**src/rtl/ps2_key_sequencer_if.sv**
```systemverilog
`default_nettype none
// ============================================================================
// Module      : ps2_key_sequencer_if
// Description : Scan-byte input, event FIFO and key-state bundle for the
//               PS/2 key sequencer.
// Revision    : 1.0
// ============================================================================
interface ps2_key_sequencer_if;
  logic [7:0] scan_data;
  logic       scan_valid;
  logic       clear;
  logic       evt_pop;
  logic [2:0] evt_key;
  logic       evt_valid;
  logic       evt_overflow;
  logic [5:0] key_held;
  logic [5:0] key_press;
  logic [1:0] dir_code;
  logic       dir_valid;

  modport master (
    output scan_data, scan_valid, clear, evt_pop,
    input  evt_key, evt_valid, evt_overflow, key_held, key_press, dir_code, dir_valid
  );

  modport slave (
    input  scan_data, scan_valid, clear, evt_pop,
    output evt_key, evt_valid, evt_overflow, key_held, key_press, dir_code, dir_valid
  );
endinterface
`default_nettype wire

```
**src/rtl/ps2_key_sequencer.sv**
```systemverilog
`default_nettype none
// ============================================================================
// Module      : ps2_key_sequencer
// Description : PS/2 scan-byte parser, held-key tracker, press-event FIFO and
//               most-recent-wins direction arbiter for six game keys.
// Revision    : 1.0
// ============================================================================
module ps2_key_sequencer #(
  parameter int FIFO_DEPTH     = 4,
  parameter int PREFIX_TIMEOUT = 1_000_000
) (
  input  logic               clk,
  input  logic               reset,
  ps2_key_sequencer_if.slave bus
);
  localparam int c_ADDR_W = $clog2(FIFO_DEPTH);
  localparam int c_CNT_W  = c_ADDR_W + 1;
  localparam int c_TMO_W  = $clog2(PREFIX_TIMEOUT + 1);
  localparam logic [c_TMO_W-1:0] c_TMO_LAST  = c_TMO_W'(PREFIX_TIMEOUT - 1);
  localparam logic [c_CNT_W-1:0] c_FIFO_FULL = c_CNT_W'(FIFO_DEPTH);
  localparam logic [7:0] c_PFX_EXT = 8'hE0;
  localparam logic [7:0] c_PFX_BRK = 8'hF0;
  localparam logic [7:0] c_PAUSE   = 8'hE1;

  typedef enum logic [1:0] {
    S_IDLE    = 2'd0,
    S_EXT     = 2'd1,
    S_BRK     = 2'd2,
    S_EXT_BRK = 2'd3
  } state_t;

  state_t               r_state, w_state_nxt;
  logic [c_TMO_W-1:0]   r_tmo_cnt, w_tmo_cnt_nxt;
  logic                 w_key_act, w_is_break, w_is_ext;
  logic [3:0]           w_dec;
  logic                 w_key_hit;
  logic [2:0]           w_key_idx;
  logic [5:0]           w_onehot;
  logic                 w_make_new, w_break_hit;
  logic [5:0]           r_key_held, w_held_nxt, r_key_press;
  logic [1:0]           r_dir_code, w_dir_nxt;
  logic [2:0]           r_mem [FIFO_DEPTH];
  logic [c_ADDR_W-1:0]  r_wr_ptr, r_rd_ptr;
  logic [c_CNT_W-1:0]   r_count;
  logic                 r_overflow;
  logic                 w_push, w_push_ok, w_pop;

  // Returns {hit, key_index} for a make/break code.
  function automatic logic [3:0] f_key_decode(input logic is_ext, input logic [7:0] code);
    logic [3:0] v;
    v = 4'd0;
    if (is_ext) begin
      case (code)
        8'h75:   v = 4'b1_000;
        8'h72:   v = 4'b1_001;
        8'h6B:   v = 4'b1_010;
        8'h74:   v = 4'b1_011;
        8'h5A:   v = 4'b1_101;
        default: v = 4'd0;
      endcase
    end else begin
      case (code)
        8'h1D:   v = 4'b1_000;
        8'h1B:   v = 4'b1_001;
        8'h1C:   v = 4'b1_010;
        8'h23:   v = 4'b1_011;
        8'h29:   v = 4'b1_100;
        8'h5A:   v = 4'b1_101;
        default: v = 4'd0;
      endcase
    end
    return v;
  endfunction

  always_ff @(posedge clk or negedge reset) begin
    if (!reset) begin
      r_state   <= S_IDLE;
      r_tmo_cnt <= '0;
    end else begin
      r_state   <= w_state_nxt;
      r_tmo_cnt <= w_tmo_cnt_nxt;
    end
  end

  always_comb begin
    w_state_nxt = r_state;
    w_key_act   = 1'b0;
    w_is_break  = 1'b0;
    w_is_ext    = 1'b0;
    if (bus.clear) begin
      w_state_nxt = S_IDLE;
    end else if (bus.scan_valid) begin
      // Pause bytes are transparent to the prefix state.
      if (bus.scan_data != c_PAUSE) begin
        case (r_state)
          S_IDLE: begin
            if (bus.scan_data == c_PFX_EXT)      w_state_nxt = S_EXT;
            else if (bus.scan_data == c_PFX_BRK) w_state_nxt = S_BRK;
            else                                 w_key_act   = 1'b1;
          end
          S_EXT: begin
            if (bus.scan_data == c_PFX_BRK) begin
              w_state_nxt = S_EXT_BRK;
            end else if (bus.scan_data != c_PFX_EXT) begin
              w_key_act   = 1'b1;
              w_is_ext    = 1'b1;
              w_state_nxt = S_IDLE;
            end
          end
          S_BRK: begin
            w_key_act   = 1'b1;
            w_is_break  = 1'b1;
            w_state_nxt = S_IDLE;
          end
          default: begin
            w_key_act   = 1'b1;
            w_is_break  = 1'b1;
            w_is_ext    = 1'b1;
            w_state_nxt = S_IDLE;
          end
        endcase
      end
    end else if (r_state != S_IDLE && r_tmo_cnt == c_TMO_LAST) begin
      w_state_nxt = S_IDLE;
    end
    w_tmo_cnt_nxt = (bus.scan_valid || w_state_nxt == S_IDLE) ? '0 : r_tmo_cnt + c_TMO_W'(1);
  end

  assign w_dec       = f_key_decode(w_is_ext, bus.scan_data);
  assign w_key_hit   = w_dec[3];
  assign w_key_idx   = w_dec[2:0];
  assign w_onehot    = 6'b1 << w_key_idx;
  assign w_make_new  = w_key_act && !w_is_break && w_key_hit && !(|(r_key_held & w_onehot));
  assign w_break_hit = w_key_act && w_is_break && w_key_hit;

  always_comb begin
    w_held_nxt = r_key_held;
    if (bus.clear)        w_held_nxt = '0;
    else if (w_make_new)  w_held_nxt = r_key_held | w_onehot;
    else if (w_break_hit) w_held_nxt = r_key_held & ~w_onehot;

    // A fresh direction make wins; losing the current one falls back to priority.
    w_dir_nxt = r_dir_code;
    if (w_make_new && !w_key_idx[2]) begin
      w_dir_nxt = w_key_idx[1:0];
    end else if (!w_held_nxt[r_dir_code]) begin
      if (w_held_nxt[0])      w_dir_nxt = 2'd0;
      else if (w_held_nxt[1]) w_dir_nxt = 2'd1;
      else if (w_held_nxt[2]) w_dir_nxt = 2'd2;
      else if (w_held_nxt[3]) w_dir_nxt = 2'd3;
    end
  end

  always_ff @(posedge clk or negedge reset) begin
    if (!reset) begin
      r_key_held  <= '0;
      r_key_press <= '0;
      r_dir_code  <= 2'd0;
    end else begin
      r_key_held  <= w_held_nxt;
      r_key_press <= w_make_new ? w_onehot : 6'd0;
      r_dir_code  <= w_dir_nxt;
    end
  end

  assign w_push    = w_make_new;
  assign w_pop     = bus.evt_pop && (r_count != '0) && !bus.clear;
  assign w_push_ok = w_push && ((r_count != c_FIFO_FULL) || w_pop);

  always_ff @(posedge clk) begin
    if (w_push_ok) r_mem[r_wr_ptr] <= w_key_idx;
  end

  always_ff @(posedge clk or negedge reset) begin
    if (!reset) begin
      r_wr_ptr   <= '0;
      r_rd_ptr   <= '0;
      r_count    <= '0;
      r_overflow <= 1'b0;
    end else if (bus.clear) begin
      r_wr_ptr   <= '0;
      r_rd_ptr   <= '0;
      r_count    <= '0;
      r_overflow <= 1'b0;
    end else begin
      if (w_push_ok) r_wr_ptr <= r_wr_ptr + c_ADDR_W'(1);
      if (w_pop)     r_rd_ptr <= r_rd_ptr + c_ADDR_W'(1);
      if (w_push_ok && !w_pop)      r_count <= r_count + c_CNT_W'(1);
      else if (!w_push_ok && w_pop) r_count <= r_count - c_CNT_W'(1);
      if (w_push && !w_push_ok) r_overflow <= 1'b1;
    end
  end

  assign bus.evt_valid    = (r_count != '0);
  assign bus.evt_key      = (r_count != '0) ? r_mem[r_rd_ptr] : 3'd0;
  assign bus.evt_overflow = r_overflow;
  assign bus.key_held     = r_key_held;
  assign bus.key_press    = r_key_press;
  assign bus.dir_code     = r_dir_code;
  assign bus.dir_valid    = |r_key_held[3:0];

endmodule
`default_nettype wire

```
**src/flat_wrapper.sv**
```systemverilog
// flat-port wrapper written by rule: the top's interface ports become plain ports
module ps2_key_sequencer_flat 
#(
  parameter int FIFO_DEPTH     = 4,
  parameter int PREFIX_TIMEOUT = 1_000_000
)
  (clk, reset, bus_scan_data, bus_scan_valid, bus_clear, bus_evt_pop, bus_evt_key, bus_evt_valid, bus_evt_overflow, bus_key_held, bus_key_press, bus_dir_code, bus_dir_valid);
  ps2_key_sequencer_if bus_i ();
  input  logic clk;
  input  logic reset;
  input wire logic [$bits(bus_i.scan_data)-1:0] bus_scan_data;
  input wire logic [$bits(bus_i.scan_valid)-1:0] bus_scan_valid;
  input wire logic [$bits(bus_i.clear)-1:0] bus_clear;
  input wire logic [$bits(bus_i.evt_pop)-1:0] bus_evt_pop;
  output wire logic [$bits(bus_i.evt_key)-1:0] bus_evt_key;
  output wire logic [$bits(bus_i.evt_valid)-1:0] bus_evt_valid;
  output wire logic [$bits(bus_i.evt_overflow)-1:0] bus_evt_overflow;
  output wire logic [$bits(bus_i.key_held)-1:0] bus_key_held;
  output wire logic [$bits(bus_i.key_press)-1:0] bus_key_press;
  output wire logic [$bits(bus_i.dir_code)-1:0] bus_dir_code;
  output wire logic [$bits(bus_i.dir_valid)-1:0] bus_dir_valid;
  assign bus_i.scan_data = bus_scan_data;
  assign bus_i.scan_valid = bus_scan_valid;
  assign bus_i.clear = bus_clear;
  assign bus_i.evt_pop = bus_evt_pop;
  assign bus_evt_key = bus_i.evt_key;
  assign bus_evt_valid = bus_i.evt_valid;
  assign bus_evt_overflow = bus_i.evt_overflow;
  assign bus_key_held = bus_i.key_held;
  assign bus_key_press = bus_i.key_press;
  assign bus_dir_code = bus_i.dir_code;
  assign bus_dir_valid = bus_i.dir_valid;
  ps2_key_sequencer #(.FIFO_DEPTH(FIFO_DEPTH), .PREFIX_TIMEOUT(PREFIX_TIMEOUT)) u_core (.clk(clk), .reset(reset), .bus(bus_i));
endmodule
```
**config.mk**
```make
export PLATFORM = sky130hd
export DESIGN_NAME = ps2_key_sequencer_flat
export DESIGN_NICKNAME = d
export VERILOG_FILES = /design/src/rtl/ps2_key_sequencer_if.sv /design/src/rtl/ps2_key_sequencer.sv /design/src/flat_wrapper.sv
export SDC_FILE = /design/constraint.sdc
export NUM_CORES = 1
export LEC_CHECK = 0
export BUFFER_PORTS_ARGS = -buffer_cell sky130_fd_sc_hd__buf_4
export CAP_MARGIN = 25
export CORE_MARGIN = 2
export CORE_UTILIZATION = 54
export CTS_CLUSTER_DIAMETER = 40
export DETAILED_ROUTE_END_ITERATION = 10
export MAX_ROUTING_LAYER = met4
export PLACE_DENSITY = 0.77
export SYNTH_ARGS = -nofsm -noshare
export SYNTH_HDL_FRONTEND = slang
export SYNTH_SLANG_ARGS = --single-unit
```
**constraint.sdc**
```tcl
create_clock -name clk -period 2.8 [get_ports clk]
set_input_delay 0.56 -clock clk [delete_from_list [all_inputs] [get_ports clk]]
set_output_delay 0.56 -clock clk [all_outputs]
set_load 0.01 [all_outputs]
```
==> results of run 1 <==
[path summary, 6_finish.rpt]
check / to / slack [ns] / cells past startpoint
setup / recovery: u_core.bus.dir_code[0]$_DFFE_PN0P_ / -0.13 / 11
setup reg to reg: u_core.bus.dir_code[0]$_DFFE_PN0P_ / -0.07 / 9
hold reg to reg: u_core.r_tmo_cnt[0]$_DFF_PN0_ / 0.50 / 1
hold / removal: u_core.r_tmo_cnt[16]$_DFF_PN0_ / 0.21 / 1
max in group asynchronous: u_core.r_rd_ptr[1]$_DFFE_PN0P_ / 2.19 / 1
min in group clk: u_core.r_tmo_cnt[0]$_DFF_PN0_ / 0.50 / 1
[where the power goes]
part / switching [mW] / internal, mW / total [mW]
sequential: 0.0502 / 0.864 / 0.914
combinational: 0.257 / 0.253 / 0.510
clock: 0.272 / 0.180 / 0.451
[synthesized netlist by cell type, types with 3 or more instances]
| cell | n | area share [%] |
|---|---|---|
| nand4_1 | 5 | 0.92 |
| a2111o_1 | 3 | 0.99 |
| xnor2_1 | 11 | 2.8 |
| and2_1 | 9 | 1.7 |
| and3_1 | 9 | 1.7 |
| a21o_1 | 3 | 0.66 |
| o21ai_1 | 4 | 0.59 |
| nand3b_1 | 4 | 0.88 |
| a21oi_1 | 11 | 1.6 |
| edfxtp_1 | 12 | 11 |
| dfrtp_1 | 44 | 32 |
| o21ai_0 | 3 | 0.44 |
| xor2_1 | 14 | 3.6 |
| a211oi_1 | 4 | 0.88 |
| nand2b_1 | 4 | 0.74 |
| nor2b_1 | 6 | 1.1 |
| inv_1 | 13 | 1.4 |
| nor2_1 | 50 | 5.5 |
| buf_2 | 4 | 0.59 |
| mux4_2 | 3 | 2.0 |
| or3_1 | 4 | 0.74 |
| ha_1 | 5 | 1.8 |
| nand3_1 | 19 | 2.8 |
| nor3_1 | 6 | 0.88 |
| a31oi_1 | 4 | 0.74 |
| clkbuf_1 | 9 | 0.99 |
| nand2_1 | 21 | 2.3 |
[logic make-up (layout without fill, tap and decap cells)]
| kind of cell | count (synthesis) | in the layout | share of synthesized area (%) |
|---|---|---|---|
| buffers and inverters | 27 | 129 | 3.17 |
| and+or+nand+nor | 158 | 158 | 25.6 |
| DFF | 56 | 56 | 43.0 |
| muxes | 5 | 5 | 2.58 |
| AOI/OAI and AO/OA | 65 | 65 | 16.8 |
| adders and majority gates | 6 | 6 | 2.43 |
| xor gates and xnor gates | 25 | 25 | 6.45 |
[metrics by stage]
stage                     setup TNS (ns)  hold WS, ns  std cells
after floorplan                    -1.16        0.264        342
final                             -0.290        0.213        519
after global placement             -4.45        0.471        497
after detailed placement           -6.55        0.481        497
after global routing              -0.806        0.261        519
after CTS                         -0.129        0.247        511
[final cells by class]
class / instances / area, um^2 / area share, %
clock inverter: 3 / 22.5 / 0.490
tap: 75 / 93.8 / 2.04
clock buffer: 5 / 68.8 / 1.50
inverter: 13 / 48.8 / 1.06
timing repair buffer: 108 / 845 / 18.4
sequential: 56 / 1460 / 31.8
multi-input combinational: 259 / 2060 / 44.8
[registers in the layout, summed over array words and instances, names as in the netlist]
name,cells
u_core.r_wr_ptr,2
u_core.r_state,2
u_core.r_tmo_cnt,20
u_core.bus.key_press,6
u_core.bus.evt_overflow,1
u_core.r_rd_ptr,2
u_core.r_mem,12
u_core.r_count,3
u_core.bus.key_held,6
u_core.bus.dir_code,2
[worst max-delay path, stage by stage]
cell	delay [ns]
buf_4	0.14
nor4bb_2	0.47
and3_4	0.33
a211oi_4	0.07
o21ba_4	0.24
buf_4	0.13
a41o_1	0.23
a21bo_2	0.20
a2111o_1	0.46
a31o_1	0.24
a21oi_2	0.11
[per-layer routing]
metal / up-vias / part of all wire (%)
li1: 1446 / -
met1: 1503 / 43
met2: 87 / 50
met3: 20 / 4.4
met4: 0 / 2.0
met5: - / 0
[what timing repair did]
item,4_1_cts,5_1_grt
hold buffers,0,0
buffers inserted,6,8
cloned,0,0
endpoints found under the hold margin,0,0
pin swaps,10,15
endpoints found under the setup margin,4,19
resized for setup,13,31
==> qor.yml, run 1 <==
wl_per_cell_um: 16.9
violations: "negative setup slack"
cts_tree: "built"
fin_total_pwr_mw: 1.88
core_area_um2: 5990
cts_buffers: 5
synth_fp_nets: 361
required_ns: 3.04
skew_ns: 0.0151
syn2layout_area_growth_pct: 35.4
fillCellCount: 388
max_freq_mhz: 341
critical_path_class: "primary input to register"
rsz0062_at_grt: "true"
startpoint: "bus_scan_data[5]"
rows: 28
postLayoutCellArea_um2: 4600
synth_edf_count: 12
vias: 3056
leakage_nw: 2.00
drtIter0Drc: 261
final_util_pct: 76.8
yosysWarnings: 0
io_buffers: 32
top_usage_layer: "met2"
worst_slack_ns: -0.131
status: "finished with violations"
layout_commonest_cell: "buf_4"
grt-ovfl-total: 0
die_h_um: 83.3
die_x_um: 83.3
avgViaCountPerCell: 5.89
cts.sinks: 56
min_period_ns: 2.93
initial_core_util_pct: 56.7
h-tree-depth: 2
dieArea_um2: 6940
cap_viol_max_count: 0
first_global_vias: 2973
drive_gt1_share_pct: 39.2
drcViolationCount: 0
cp_max_fo: 8
drt-pass1-iter-count: 5
synth_cell_types: 75
clk_pin_slew_ns: 0.10
cts_buffer_depth: 2
insertion_delay_ns: 0.32
ys_seq_area_share_pct: 43.0
cts-root-buf: "clkbuf_8"
ys_async_sr_fraction_pct: 78.6
grtUsageMet1_pct: 33.6
cp-start-kind: "primary input"
endpoint_kind: "register"
slew_violations: 0
grt_pass1_wl_um: 14200
post-route-period-util_pct: 105
final_hold_viol_count: 0
routed_wl_um: 8770
cp.arrival_ns: 3.18
final_cell_mix: "buf_4, nor2_1, dfrtp_1"
met2_usage_pct: 42.4
grt_usage_pct: 25.6
maxSlewHeadroom_pct: 63.4
final_antenna_net_count: 0
setup_viol: 4
num_antenna_cells: 0
netlist_area_um2: 3400
syn_avg_cell_area_um2: 9.93
grtUsageMet3_pct: 3.88
powerDensity_nw_per_um2: 408
synthCells: 342
hpwl_um: 6100
peakVddDrop_mv: 0.409
r2r-start: "u_core.r_state[1]$_DFF_PN0_"
place_area_um2: 4210
gp_congestion: 0.921
io_pins: 33
dp_slack_ns: -0.502
antenna_found_initial: 0
layout.nets: 462
ys_ff_latch: 56
hold_class: "primary input to async pin"
synth-main-ff-cell: "dfrtp_1"
grt_max_degree: 45
worstMarginPinSlew_ns: 0.548
Power figures use the tool's default switching activity.
==> inputs of run 2 (changes only) <==
- CORE_UTILIZATION: 54 -> 56
- CTS_BUF_LIST: default -> sky130_fd_sc_hd__clkbuf_8
- PLACE_DENSITY: 0.77 -> 0.83
==> qor.yml, run 2 (synthesis gave the netlist of run 1 again) <==
status: "finished with violations"
violations: "negative setup slack"
rsz0062_at_grt: "true"
ff2ff_setup_slack_ns: -0.20  # -0.13 ns
cts-root-buf: "clkbuf_8"
final_cell_mix: "buf_4, nor2_1, dfrtp_1"
io_pins: 33  # unchanged
rows: 28  # unchanged
core_area_um2: 5890  # -1.8%
initial_core_util_pct: 57.7  # +1.0 points
endpoint_kind: "register"
skew_ns: 0.00854  # -0.00657 ns
crit_top_cell: "buf_4"
avgViaCountPerCell: 6.43  # +9.1%
grt_usage_pct: 30.5  # +4.9 points
antenna_found_initial: 0  # unchanged
slowest_delay_ns: 0.50  # +0.03 ns
layout_commonest_cell: "buf_4"
layout.cells.non_filler: 527  # +1.5%
path_cells: "buf_4 > buf_4 > buf_4 > nor2b_1 > nor2b_4 > buf_4 > a21oi_4 > o21ai_2 > a21boi_4 > buf_4 > or4_4 > a211o_1 > a31o_1 > a21oi_1"
largest_register_ffs: 20  # unchanged
r2r-start: "u_core.r_state[1]$_DFF_PN0_"
hpwl_um: 6610  # +8.4%
cts_buffers: 5  # unchanged
slowest_stage: "or4_4"
grt_max_degree: 45  # unchanged
slew_violations: 0  # unchanged
top_register: "u_core.r_tmo_cnt"
routed_wl_um: 11100  # +27%
setup_viol: 17  # +13
die_h_um: 81.9  # -1.7%
cp-start-kind: "primary input"
post-route-period-util_pct: 108  # +3.3 points
drive_gt1_share_pct: 40.7  # +1.5 points
dp_slack_ns: -0.524  # -0.0227 ns
critical_path_class: "primary input to register"
maxSlewHeadroom_pct: 61.7  # -1.8 points
min_period_ns: 3.02  # +0.0928 ns
gp_congestion: 0.977  # +6.1%
required_ns: 3.04  # about the same
startpoint: "bus_scan_data[2]"
cp.arrival_ns: 3.26  # +0.08 ns
powerDensity_nw_per_um2: 412  # +0.88%
peakVddDrop_mv: 0.368  # -10%
syn2layout_area_growth_pct: 37.6
cts_tree: "built"
io_buffers: 32  # unchanged
h-tree-depth: 2  # unchanged
drcViolationCount: 0  # unchanged
die_x_um: 81.9  # -1.7%
dieArea_um2: 6710  # -3.4%
leakage_nw: 2.03  # +1.4%
grt-ovfl-total: 0  # unchanged
wl_per_cell_um: 21.1  # +25%
grt_pass1_wl_um: 15000  # +5.8%
cp_max_fo: 6  # -2
final_antenna_net_count: 0  # unchanged
top_regs: "u_core.r_tmo_cnt x20, u_core.r_mem x12"
final_util_pct: 79.4  # +2.7 points
dp_cells: 504  # +1.4%
clk_pin_slew_ns: 0.11  # about the same
cts.sinks: 56  # unchanged
first_global_vias: 3202  # +7.7%
drtIter0Drc: 498  # +91%
layout.nets: 470  # +1.7%
hold_class: "primary input to async pin"
final_hold_viol_count: 0  # unchanged
worst_slack_ns: -0.224  # -0.0928 ns
vias: 3386  # +11%
worstMarginPinSlew_ns: 0.575  # +0.0267 ns
cap_viol_max_count: 0  # unchanged
max_freq_mhz: 331  # -3.1%
cts_buffer_depth: 2  # unchanged
drt-pass1-iter-count: 6  # +1
whs_ns: 0.233  # +0.0195 ns
num_antenna_cells: 0  # unchanged
insertion_delay_ns: 0.31  # about the same
==> run 2: cell types whose count changed in the layout (fill, tap and decap cells not counted), moves of 2 or more <==
cell | before | now
nand3_4 | 0 | 2
buf_6 | 9 | 6
nand3_2 | 2 | 0
buf_4 | 99 | 109
nor3_2 | 0 | 2
clkinvlp_4 | 0 | 2
nor3_4 | 3 | 1
nor2_2 | 2 | 4
nor2_1 | 47 | 45
==> run 2: stage by stage <==
stage	area, um^2	TNS [ns]	total power, mW
3_3_place_gp	4260	-4.84	1.38
5_1_grt	4670	-2.20	2.00
4_1_cts	4480	-0.144	1.88
3_5_place_dp	4260	-6.54	1.41
6_report	4670	-1.01	1.92
2_1_floorplan	3480	-1.16	1.22
==> run 2: repair_timing <==
action                                  CTS  global route
hold buffers                              0             0
pin swaps                                17            16
resized for setup                        20            24
gates cloned                              0             0
endpoints found under the setup margin    4            11
buffers inserted                          4            11
==> run 2: area by class of cell <==
class                      instances  area, um^2
timing repair buffer             116         906
sequential                        56        1460
tap                               75        93.8
multi-input combinational        259        2070
inverter                          13        48.8
clock inverter                     3        23.8
fill                             318        1210
clock buffer                       5        68.8
==> run 2: final timing paths <==
| kind | to | cells after the start |
|---|---|---|
| min in group clk | u_core.r_tmo_cnt[0]$_DFF_PN0_ | 1 |
| max in group asynchronous | u_core.r_count[2]$_DFFE_PN0P_ | 1 |
| worst max-delay path | u_core.bus.dir_code[0]$_DFFE_PN0P_ | 14 |
| worst min register to register | u_core.r_tmo_cnt[0]$_DFF_PN0_ | 1 |
| worst max register to register | u_core.bus.dir_code[0]$_DFFE_PN0P_ | 9 |
| worst min-delay path | u_core.r_state[1]$_DFF_PN0_ | 1 |
==> run 2: critical path, delay by kind of cell <==
kind,cells,cell delay (ns)
simple gates,3,0.98
compound gates,6,1.01
buf+inv,5,0.70
==> run 2: metal layers <==
metal | share of wire [%] | up-vias | GRT usage [%] | routed length, um
met4 | 6.4 | 0 | 13.0 | 712
met2 | 50 | 219 | 52.2 | 5540
met5 | 0 | - | - | 0
met1 | 36 | 1642 | 35.4 | 3980
met3 | 8.2 | 70 | 5.05 | 908
li1 | - | 1455 | - | -
==> run 2: power by group <==
group | leakage (nW) | switching (mW) | total (mW) | internal (mW)
registers | 0.723 | 0.0511 | 0.915 | 0.864
clock network | 0.0404 | 0.276 | 0.454 | 0.178
logic | 1.26 | 0.283 | 0.555 | 0.272
